===== config.mk =====
export PLATFORM = sky130hd
export DESIGN_NAME = player_health
export DESIGN_NICKNAME = d
export VERILOG_FILES = /design/src/rtl/player_health.sv
export SDC_FILE = /design/constraint.sdc
export NUM_CORES = 1
export LEC_CHECK = 0
export CAP_MARGIN = 5
export CORE_ASPECT_RATIO = 0.6
export CORE_MARGIN = 10
export CORE_UTILIZATION = 52
export DETAILED_ROUTE_END_ITERATION = 6
export GPL_TIMING_DRIVEN = 0
export PLACE_DENSITY = 0.74
export SYNTH_ARGS = -nofsm -noshare
export SYNTH_HDL_FRONTEND = slang
export SYNTH_SLANG_ARGS = --single-unit

===== constraint.sdc =====
create_clock -name Clk -period 8.3 [get_ports Clk]
set_input_delay 1.66 -clock Clk [delete_from_list [all_inputs] [get_ports Clk]]
set_output_delay 1.66 -clock Clk [all_outputs]
set_load 0.01 [all_outputs]

===== src/rtl/player_health.sv =====
// Player health tracker: damage/heal arbitration, post-hit invulnerability,
// frame-timed delayed regeneration and death reporting for the blood bar.
module player_health #(
    parameter int MAX_BLOOD     = 100,
    parameter int INVULN_FRAMES = 30,
    parameter int REGEN_DELAY   = 120,
    parameter int REGEN_PERIOD  = 20,
    parameter int REGEN_STEP    = 1
) (
    input  logic       Clk,
    input  logic       Reset_n,
    input  logic       Frame_Tick,
    input  logic       Game_Restart,
    input  logic       Hit_Req,
    input  logic [6:0] Hit_Damage,
    input  logic       Heal_Req,
    input  logic [6:0] Heal_Amount,
    output logic [9:0] Player_Blood,
    output logic       Is_Dead,
    output logic       Invuln,
    output logic       Hit_Ack
);

    localparam int IW = $clog2(INVULN_FRAMES + 1);
    localparam int DW = (REGEN_DELAY < 1) ? 1 : $clog2(REGEN_DELAY + 1);
    localparam int PW = $clog2(REGEN_PERIOD + 1);

    localparam logic [9:0]    BLOOD_FULL  = 10'(MAX_BLOOD);
    localparam logic [IW-1:0] INVULN_LOAD = IW'(INVULN_FRAMES);
    localparam logic [DW-1:0] DELAY_DONE  = DW'(REGEN_DELAY);
    localparam logic [PW-1:0] PERIOD_LAST = PW'(REGEN_PERIOD - 1);

    typedef enum logic [1:0] {
        ST_ALIVE,
        ST_INVULN,
        ST_DEAD
    } state_t;

    state_t        state_reg, state_next;
    logic [9:0]    blood_reg, blood_next;
    logic [IW-1:0] invuln_cnt_reg, invuln_cnt_next;
    logic [DW-1:0] delay_cnt_reg, delay_cnt_next;
    logic [PW-1:0] period_cnt_reg, period_cnt_next;
    logic          hit_ack_reg, hit_ack_next;
    logic          is_dead_reg, invuln_reg;

    logic          hit_accept;
    logic          regen_fire;
    logic [10:0]   hit_diff;
    logic [11:0]   gain_sum;

    always_ff @(posedge Clk or negedge Reset_n) begin
        if (!Reset_n) begin
            state_reg      <= ST_ALIVE;
            blood_reg      <= BLOOD_FULL;
            invuln_cnt_reg <= '0;
            delay_cnt_reg  <= '0;
            period_cnt_reg <= '0;
            hit_ack_reg    <= 1'b0;
            is_dead_reg    <= 1'b0;
            invuln_reg     <= 1'b0;
        end else begin
            state_reg      <= state_next;
            blood_reg      <= blood_next;
            invuln_cnt_reg <= invuln_cnt_next;
            delay_cnt_reg  <= delay_cnt_next;
            period_cnt_reg <= period_cnt_next;
            hit_ack_reg    <= hit_ack_next;
            is_dead_reg    <= (state_next == ST_DEAD);
            invuln_reg     <= (state_next == ST_INVULN);
        end
    end

    always_comb begin
        state_next      = state_reg;
        blood_next      = blood_reg;
        invuln_cnt_next = invuln_cnt_reg;
        delay_cnt_next  = delay_cnt_reg;
        period_cnt_next = period_cnt_reg;
        hit_ack_next    = 1'b0;
        regen_fire      = 1'b0;
        hit_accept      = Hit_Req && (state_reg == ST_ALIVE);
        hit_diff        = {1'b0, blood_reg} - {4'b0, Hit_Damage};
        gain_sum        = '0;

        if (Game_Restart) begin
            state_next      = ST_ALIVE;
            blood_next      = BLOOD_FULL;
            invuln_cnt_next = '0;
            delay_cnt_next  = '0;
            period_cnt_next = '0;
        end else if (state_reg == ST_DEAD) begin
            blood_next = '0;
        end else if (hit_accept) begin
            // Borrow out of the 11-bit difference means the hit overkills.
            blood_next      = hit_diff[10] ? 10'd0 : hit_diff[9:0];
            hit_ack_next    = 1'b1;
            delay_cnt_next  = '0;
            period_cnt_next = '0;
            if (blood_next == 10'd0) begin
                state_next = ST_DEAD;
            end else begin
                state_next      = ST_INVULN;
                invuln_cnt_next = INVULN_LOAD;
            end
        end else begin
            if (Frame_Tick && state_reg == ST_INVULN) begin
                invuln_cnt_next = invuln_cnt_reg - 1'b1;
                if (invuln_cnt_reg <= IW'(1)) begin
                    state_next = ST_ALIVE;
                end
            end
            if (Frame_Tick && state_reg == ST_ALIVE) begin
                if (delay_cnt_reg != DELAY_DONE) begin
                    delay_cnt_next = delay_cnt_reg + 1'b1;
                end else if (period_cnt_reg == PERIOD_LAST) begin
                    period_cnt_next = '0;
                    regen_fire      = 1'b1;
                end else begin
                    period_cnt_next = period_cnt_reg + 1'b1;
                end
            end
            // Heal and a regen step landing together share one saturating add.
            gain_sum = {2'b00, blood_reg}
                     + (Heal_Req   ? {5'b0, Heal_Amount} : 12'd0)
                     + (regen_fire ? 12'(REGEN_STEP)     : 12'd0);
            blood_next = (gain_sum > {2'b00, BLOOD_FULL}) ? BLOOD_FULL : gain_sum[9:0];
        end
    end

    assign Player_Blood = blood_reg;
    assign Is_Dead      = is_dead_reg;
    assign Invuln       = invuln_reg;
    assign Hit_Ack      = hit_ack_reg;

endmodule


### Word-level counts from Yosys, hierarchy flattened

Index checks and enable logic that the tools add are counted.

| operators by class | value |
|---|---|
| order comparisons | 2 |
| reduce and logical (&&, ||, !) cells | 11 |
| add/sub/neg operators | 6 |
| equality and inequality tests | 9 |
| muxes and demuxes | 38 |

Operators by type and width:

| operator | count |
|---|---|
| $mux W5 | 11 |
| $mux W10 | 5 |
| $mux W7 | 6 |
| $add A11 B1 Y12 | 1 |
| $gt A12 B7 Y1 const B | 1 |
| $mux W2 | 6 |
| $add A10 B7 Y11 | 1 |
| $sub A10 B7 Y11 | 1 |
| $logic_not A10 Y1 | 1 |
| $mux W1 | 10 |
| $reduce_and A3 Y1 | 3 |
| $reduce_bool A3 Y1 | 3 |
| $add A7 B1 Y7 const B | 1 |
| $ne A7 B7 Y1 const B | 1 |
| $ne A3 B3 Y1 const B | 2 |
| $add A5 B1 Y5 const B | 1 |
| $eq A5 B5 Y1 const B | 1 |
| $le A5 B1 Y1 const B | 1 |
| $sub A5 B1 Y5 const B | 1 |
| $eq A2 B1 Y1 const B | 2 |
| $eq A2 B2 Y1 const B | 2 |
| $logic_and A1 B1 Y1 | 3 |
| $logic_not A2 Y1 | 1 |
| $ne A2 B2 Y1 const B | 1 |

| storage, ports and cells | value |
|---|---|
| logic and storage cells | 74 |
| output and inout bits | 13 |
| register bits | 32 |

### Logic depth before layout (Yosys ltp)

Gate-level depths: netlist (run 1).

| depth | value |
|---|---|
| word-level depth | 14 |
| mapped depth | 14 |
| gate-level depth less buffers | 14 |

### Least setup slack after synthesis (run 1)

Ideal clock, no wire load.

| timing path | value |
|---|---|
| path kind | input port to flip-flop |
| from | in Frame_Tick |
| to | reg blood_reg[2], in the netlist Player_Blood[2] |
| path slack | 4,161 ps |
| data arrival time | 4,055 ps |
| stages | 11 |
| library setup time | 84 ps |
| required time | 8,216 ps |
| cells stage by stage | nand2b_1 nor3_2 and2_1 fa_1 fa_1 a21o_1 a21oi_1 xnor2_1 o311ai_0 nand2b_4 o32a_1 |

| on the way | value |
|---|---|
| longest elaborated chain between the ends | 12 |

RTL lines:

| what | RTL line | text |
|---|---|---|
| start, declared | 12 | `input logic Frame_Tick,` |
| $logic_and A1 B1 Y1 * | 113 | `if (Frame_Tick && state_reg == ST_ALIVE) begin` |
| $mux W1 * | 113 |  |
| $mux W1 * | 94 | `end else if (hit_accept) begin` |
| $mux W1 * | 92 | `end else if (state_reg == ST_DEAD) begin` |
| $mux W1 * | 86 | `if (Game_Restart) begin` |
| $mux W1 * | 126 | `+ (regen_fire ? 12'(REGEN_STEP) : 12'd0);` |
| $add A11 B1 Y12 * | 126 |  |
| $gt A12 B7 Y1 | 127 | `blood_next = (gain_sum > {2'b00, BLOOD_FULL}) ? BLOOD_FULL : gain_sum[9:0];` |
| $mux W10 * | 127 |  |
| $mux W10 * | 94 |  |
| $mux W10 * | 92 |  |
| $mux W10 * | 86 |  |
| via blood_next[2] | 40 | `logic [9:0] blood_reg, blood_next;` |
| end signal, assigned | 64 | `blood_reg <= blood_next;` |
| end, declared | 40 |  |

The timed path passes the listed nets; every way through them passes the cells marked *. The select of a mux whose other input is x is not followed.
A chain may end at the register's enable or synchronous reset.

### Final worst setup path (run 1)

Ends and elaborated chain as after synthesis.

==> results.txt, run 1 <==
----------------------------------------------------
[Route]
  Number of vias after detailed routing ... 2,098
  Wirelength per Cell ... 16.0 microns
  Iteration-0 DRC count of the detailed router ... 101
  Residual DRC ... 0
  Total length of routed wires ... 5.91 mm
  Drt first pass iters ... 4
  Vias per cell ... 5.67
  DRT antenna net count ... 0

[Clocking]
  CTS H-tree depth ... 2
  CTS root buffer ... sky130_fd_sc_hd__clkbuf_8
  Max Root-Sink Buffers ... 2
  Total CTS buffers ... 5
  Post-CTS resize count ... 0
  Register clock-pin slew on the reported worst setup and hold paths ... 0.07 ns
  Number of buffers inserted by post-CTS setup repair ... 0
  Clock latency on the worst-skew pair ... 0.28 ns
  Clock sinks ... 32
  Hold-fix buffers, CTS ... 0
  Clock tree from TritonCTS ... yes

[Setup path]
  Family of cells with the greatest summed delay on the critical path ... compound AO/OA/AOI/OAI gates
  Top fanout value on the critical path ... 5
  Worst R2R Setup Slack ... 4.76 ns
  Worst reg2reg path startpoint ... state_reg[1]$_DFF_PN0_
  Delay of the slowest cell on the worst path ... 0.57 ns
  Type of element capturing the critical path ... flop
  Cell occurring most often along the worst timing path ... sky130_fd_sc_hd__fa_1
  FF-to-FF End ... Player_Blood[2]$_DFF_PN1_
  Category of the critical setup timing path ... in -> reg
  Buffer and inverter count on the worst path ... 1
  Worst EP arrival ... 4.82 ns
  Slowest-stage cell, CP ... sky130_fd_sc_hd__o311ai_0
  Crit start category ... primary input
  Required time of the critical path ... 8.51 ns
  Length in cells of the worst reg-to-reg path ... 12
  Cells traversed along the worst timing path ... clkdlybuf4s50_1 > nand2b_1 > nor3_2 > and2_1 > fa_1 > fa_1 > a21o_1 > a21oi_1 > xnor2_1 > o311ai_0 > nand2b_4 > o32a_1

[Logic synthesis]
  Fraction of registers with async set or reset after synthesis ... 100%
  Portion of synthesized cell area occupied by the leading cell type ... 29.9%
  Number of distinct library cells after synthesis ... 59
  Compound-cell area share of the yosys netlist ... 20.1%
  Synthesized area divided by synthesized cell count ... 9.10 sq um
  Post-Synthesis Cells ... 267
  Parity-gate share of the synthesized area counting xor and xnor cells ... 7.21%
  Part of the Yosys area used for sequential elements ... 33.1%
  Net count after synthesis ... 308
  Cell area after technology mapping ... 2430 sq um
  Dominant combinational cell family by area after synthesis ... simple AND/OR/NAND/NOR gates
  Synthesis-stage register bit count ... 32
  Number of enable-type register cells in the synthesized netlist ... 0
  Synth area leaders ... sky130_fd_sc_hd__dfrtp_1 30%, sky130_fd_sc_hd__ha_1 9.3%, sky130_fd_sc_hd__xnor2_1 4.0%
  Cell type with the highest aggregate area in the netlist ... sky130_fd_sc_hd__dfrtp_1
  Portion of netlist area occupied by mux cells ... 1.29%
  Post-synthesis share of cell area spent on and, or, nand and nor gates ... 22.7%
  Synthesized-area fraction occupied by adder cells ... 11.7%
  Number of synthesis warnings ... 0
  Flip-flop cell with the highest count after synthesis ... sky130_fd_sc_hd__dfrtp_1

[Global route]
  Global-route wire length before repair ... 9.90 mm
  Number of antenna violations at the first check in global routing ... 0
  Total global-route track usage ... 15.5%
  Total gr overflow ... 0
  Number of global-route vias before repair ... 2,004
  Largest net degree at the start of global routing ... 33

[STA]
  Normalized max-slew margin ... 52.2%
  Slew Limit Fails ... 0
  Clock skew after layout ... 0.00304 ns
  Total of endpoints with negative setup slack in the final report ... 0
  Post-route minimum period ... 4.61 ns
  Unrepaired setup endpoints after global routing ... false
  Setup TNS ... 0 ns
  Final hold violation count ... 0
  FMAX ... 0.217 GHz
  Transition time at the pin with the least slew margin ... 0.717 ns
  Fin Hold WS ... 0.546 ns
  Share of the clock period used by the worst path ... 55.6%

[Finish]
  Number of flip-flops under the largest register name ... 10
  Ratio of cells with drive above 1 in the final layout ... 8.47%
  Antenna fix cells ... 0
  Util after Layout ... 64.9%
  Area delta synth->final ... 21.4%
  Commonest non-fill, non-tap cell in the layout ... sky130_fd_sc_hd__clkdlybuf4s50_1
  Top library cells by usage in the layout, fill and taps aside ... 31 x sky130_fd_sc_hd__clkdlybuf4s50_1, 29 x sky130_fd_sc_hd__dfrtp_1, 24 x sky130_fd_sc_hd__nor2_1, 18 x sky130_fd_sc_hd__ha_1, 17 x sky130_fd_sc_hd__nand2_1
  Non-Filler Cell Area, Final ... 2950 sq um
  Total Nets Final ... 347

[Flow run]
  Maxcap violations ... 0

[Place]
  Cell Area, Placed ... 2820 sq um
  Hpwl dp ... 4.68 mm
  GPL Wtd Cong ... 0.881
  Port Buf Inserts ... 32

[Die]
  Floorplan die area ... 7890 sq um
  Number of top-level design ports ... 33
  Die span in x ... 108 microns
  Initial Util ... 53.5%
  Die span in y ... 72.9 microns
  Core footprint ... 4540 sq um
  Floorplan row count ... 19

[Status]
  Run status ... completed

[Worst hold path]
  Hold WC Path Type ... reg -> reg
  Min-Delay Path Depth ... 2
  Destination of the worst hold path ... delay_cnt_reg[5]$_DFFE_PN0P_
  Min-delay src ... delay_cnt_reg[5]$_DFFE_PN0P_

[Power]
  Switching power as a share of total power ... 41.5%
  Clock network power share ... 18.1%
  Switching Power ... 373 uW
  Leakage Power ... 1.30 nW
  Power density of the placed cells ... 305 nW/um^2
  Total Power ... 901 uW
  Fraction of power consumed by sequential logic ... 26.7%
  Comb power frac ... 55.2%
  Int Pwr ... 527 uW
  Worst-case vdd ir drop ... 0.000146 V

----------------------------------------------------
==> cell type report <==
cell class / instances / area [sq um]
Clock buffer: 7 / 96.3
Buffer: 6 / 31.3
Multi-Input combinational cell: 213 / 1530
Sequential cell: 32 / 805
Fill cell: 363 / 1590
Clock inverter: 1 / 30.0
Inverter: 16 / 60.1
Tap cell: 63 / 78.8
Timing Repair Buffer: 32 / 315
==> routing by layer <==
layer,up-vias,share of wire [%],track usage (%)
met5,-,0,0
met4,0,0.32,3.24
met3,2,6.5,3.70
met2,53,42,21.9
met1,1004,51,22.9
li1,1039,-,-
==> worst max path at each step <==
stage / start / endpoint / slack, ns / depth (start not counted)
finish: Frame_Tick / Player_Blood[2]$_DFF_PN1_ / 3.69 / 12
global placement: Frame_Tick / Player_Blood[2]$_DFF_PN1_ / 3.46 / 12
CTS: Frame_Tick / Player_Blood[2]$_DFF_PN1_ / 3.69 / 12
detailed placement: Frame_Tick / Player_Blood[2]$_DFF_PN1_ / 3.40 / 12
global route: Frame_Tick / Player_Blood[2]$_DFF_PN1_ / 3.52 / 12
floorplan: Frame_Tick / Player_Blood[2]$_DFF_PN1_ / 4.16 / 11
==> cell usage after synthesis, types with 4 or more instances <==
| master | n |
|---|---|
| sky130_fd_sc_hd__nor2b_1 | 5 |
| sky130_fd_sc_hd__o21ai_0 | 9 |
| sky130_fd_sc_hd__and2_1 | 9 |
| sky130_fd_sc_hd__nand3_1 | 8 |
| sky130_fd_sc_hd__o22ai_1 | 7 |
| sky130_fd_sc_hd__xor2_1 | 9 |
| sky130_fd_sc_hd__o21ai_1 | 4 |
| sky130_fd_sc_hd__nand2_1 | 17 |
| sky130_fd_sc_hd__a21o_1 | 5 |
| sky130_fd_sc_hd__inv_1 | 16 |
| sky130_fd_sc_hd__dfrtp_1 | 29 |
| sky130_fd_sc_hd__ha_1 | 18 |
| sky130_fd_sc_hd__nor2_1 | 24 |
| sky130_fd_sc_hd__nor3_1 | 7 |
| sky130_fd_sc_hd__xnor2_1 | 11 |
| sky130_fd_sc_hd__nand2b_1 | 5 |
| sky130_fd_sc_hd__a21oi_1 | 15 |
==> worst min-delay path: stages (launching register included) <==
cell	delay, ns
sky130_fd_sc_hd__dfrtp_1	0.36
sky130_fd_sc_hd__xor2_1	0.07
sky130_fd_sc_hd__nor2_1	0.07
==> power by group through the flow <==
stage | Combinational, mW | Clock (mW) | Sequential (mW)
2_1_floorplan | 0.345 | 0 | 0.239
3_3_place_gp | 0.482 | 0 | 0.241
3_5_place_dp | 0.491 | 0 | 0.241
4_1_cts | 0.495 | 0.166 | 0.239
5_1_grt | 0.554 | 0.174 | 0.245
6_report | 0.498 | 0.163 | 0.240
==> kinds of logic after synthesis <==
logic type,count (synthesis)
buffers and inverters,22
AO/OA/AOI/OAI,68
multiplexers,3
adder cells (fa/ha/maj),21
AND/OR/NAND/NOR,101
XOR/XNOR,20
flip-flops,32
==> through the flow <==
| step | setup slack [ns] | cells |
|---|---|---|
| 2_1_floorplan | 4.16 | 267 |
| 3_3_place_gp | 3.46 | 362 |
| 3_5_place_dp | 3.40 | 362 |
| 4_1_cts | 3.69 | 370 |
| 5_1_grt | 3.52 | 370 |
| 6_report | 3.69 | 370 |
(Power assumes the default switching activity.)
==> run 2, diff against run 1 <==
Clock period 8.3 ns to 4.75 ns, I/O delays scaled along.
==> results of run 2 <==
Same layout as run 1 (identical final DEF). Status: completed.
Main changes from that run: setup slack after placement 3.40 ns -> 0.555 ns; setup slack after layout 3.69 ns -> 0.845 ns; register-to-register setup slack 4.76 ns -> 1.21 ns; total power 0.901 mW -> 1.57 mW; worst IR drop on VDD 0.000146 V -> 0.000256 V
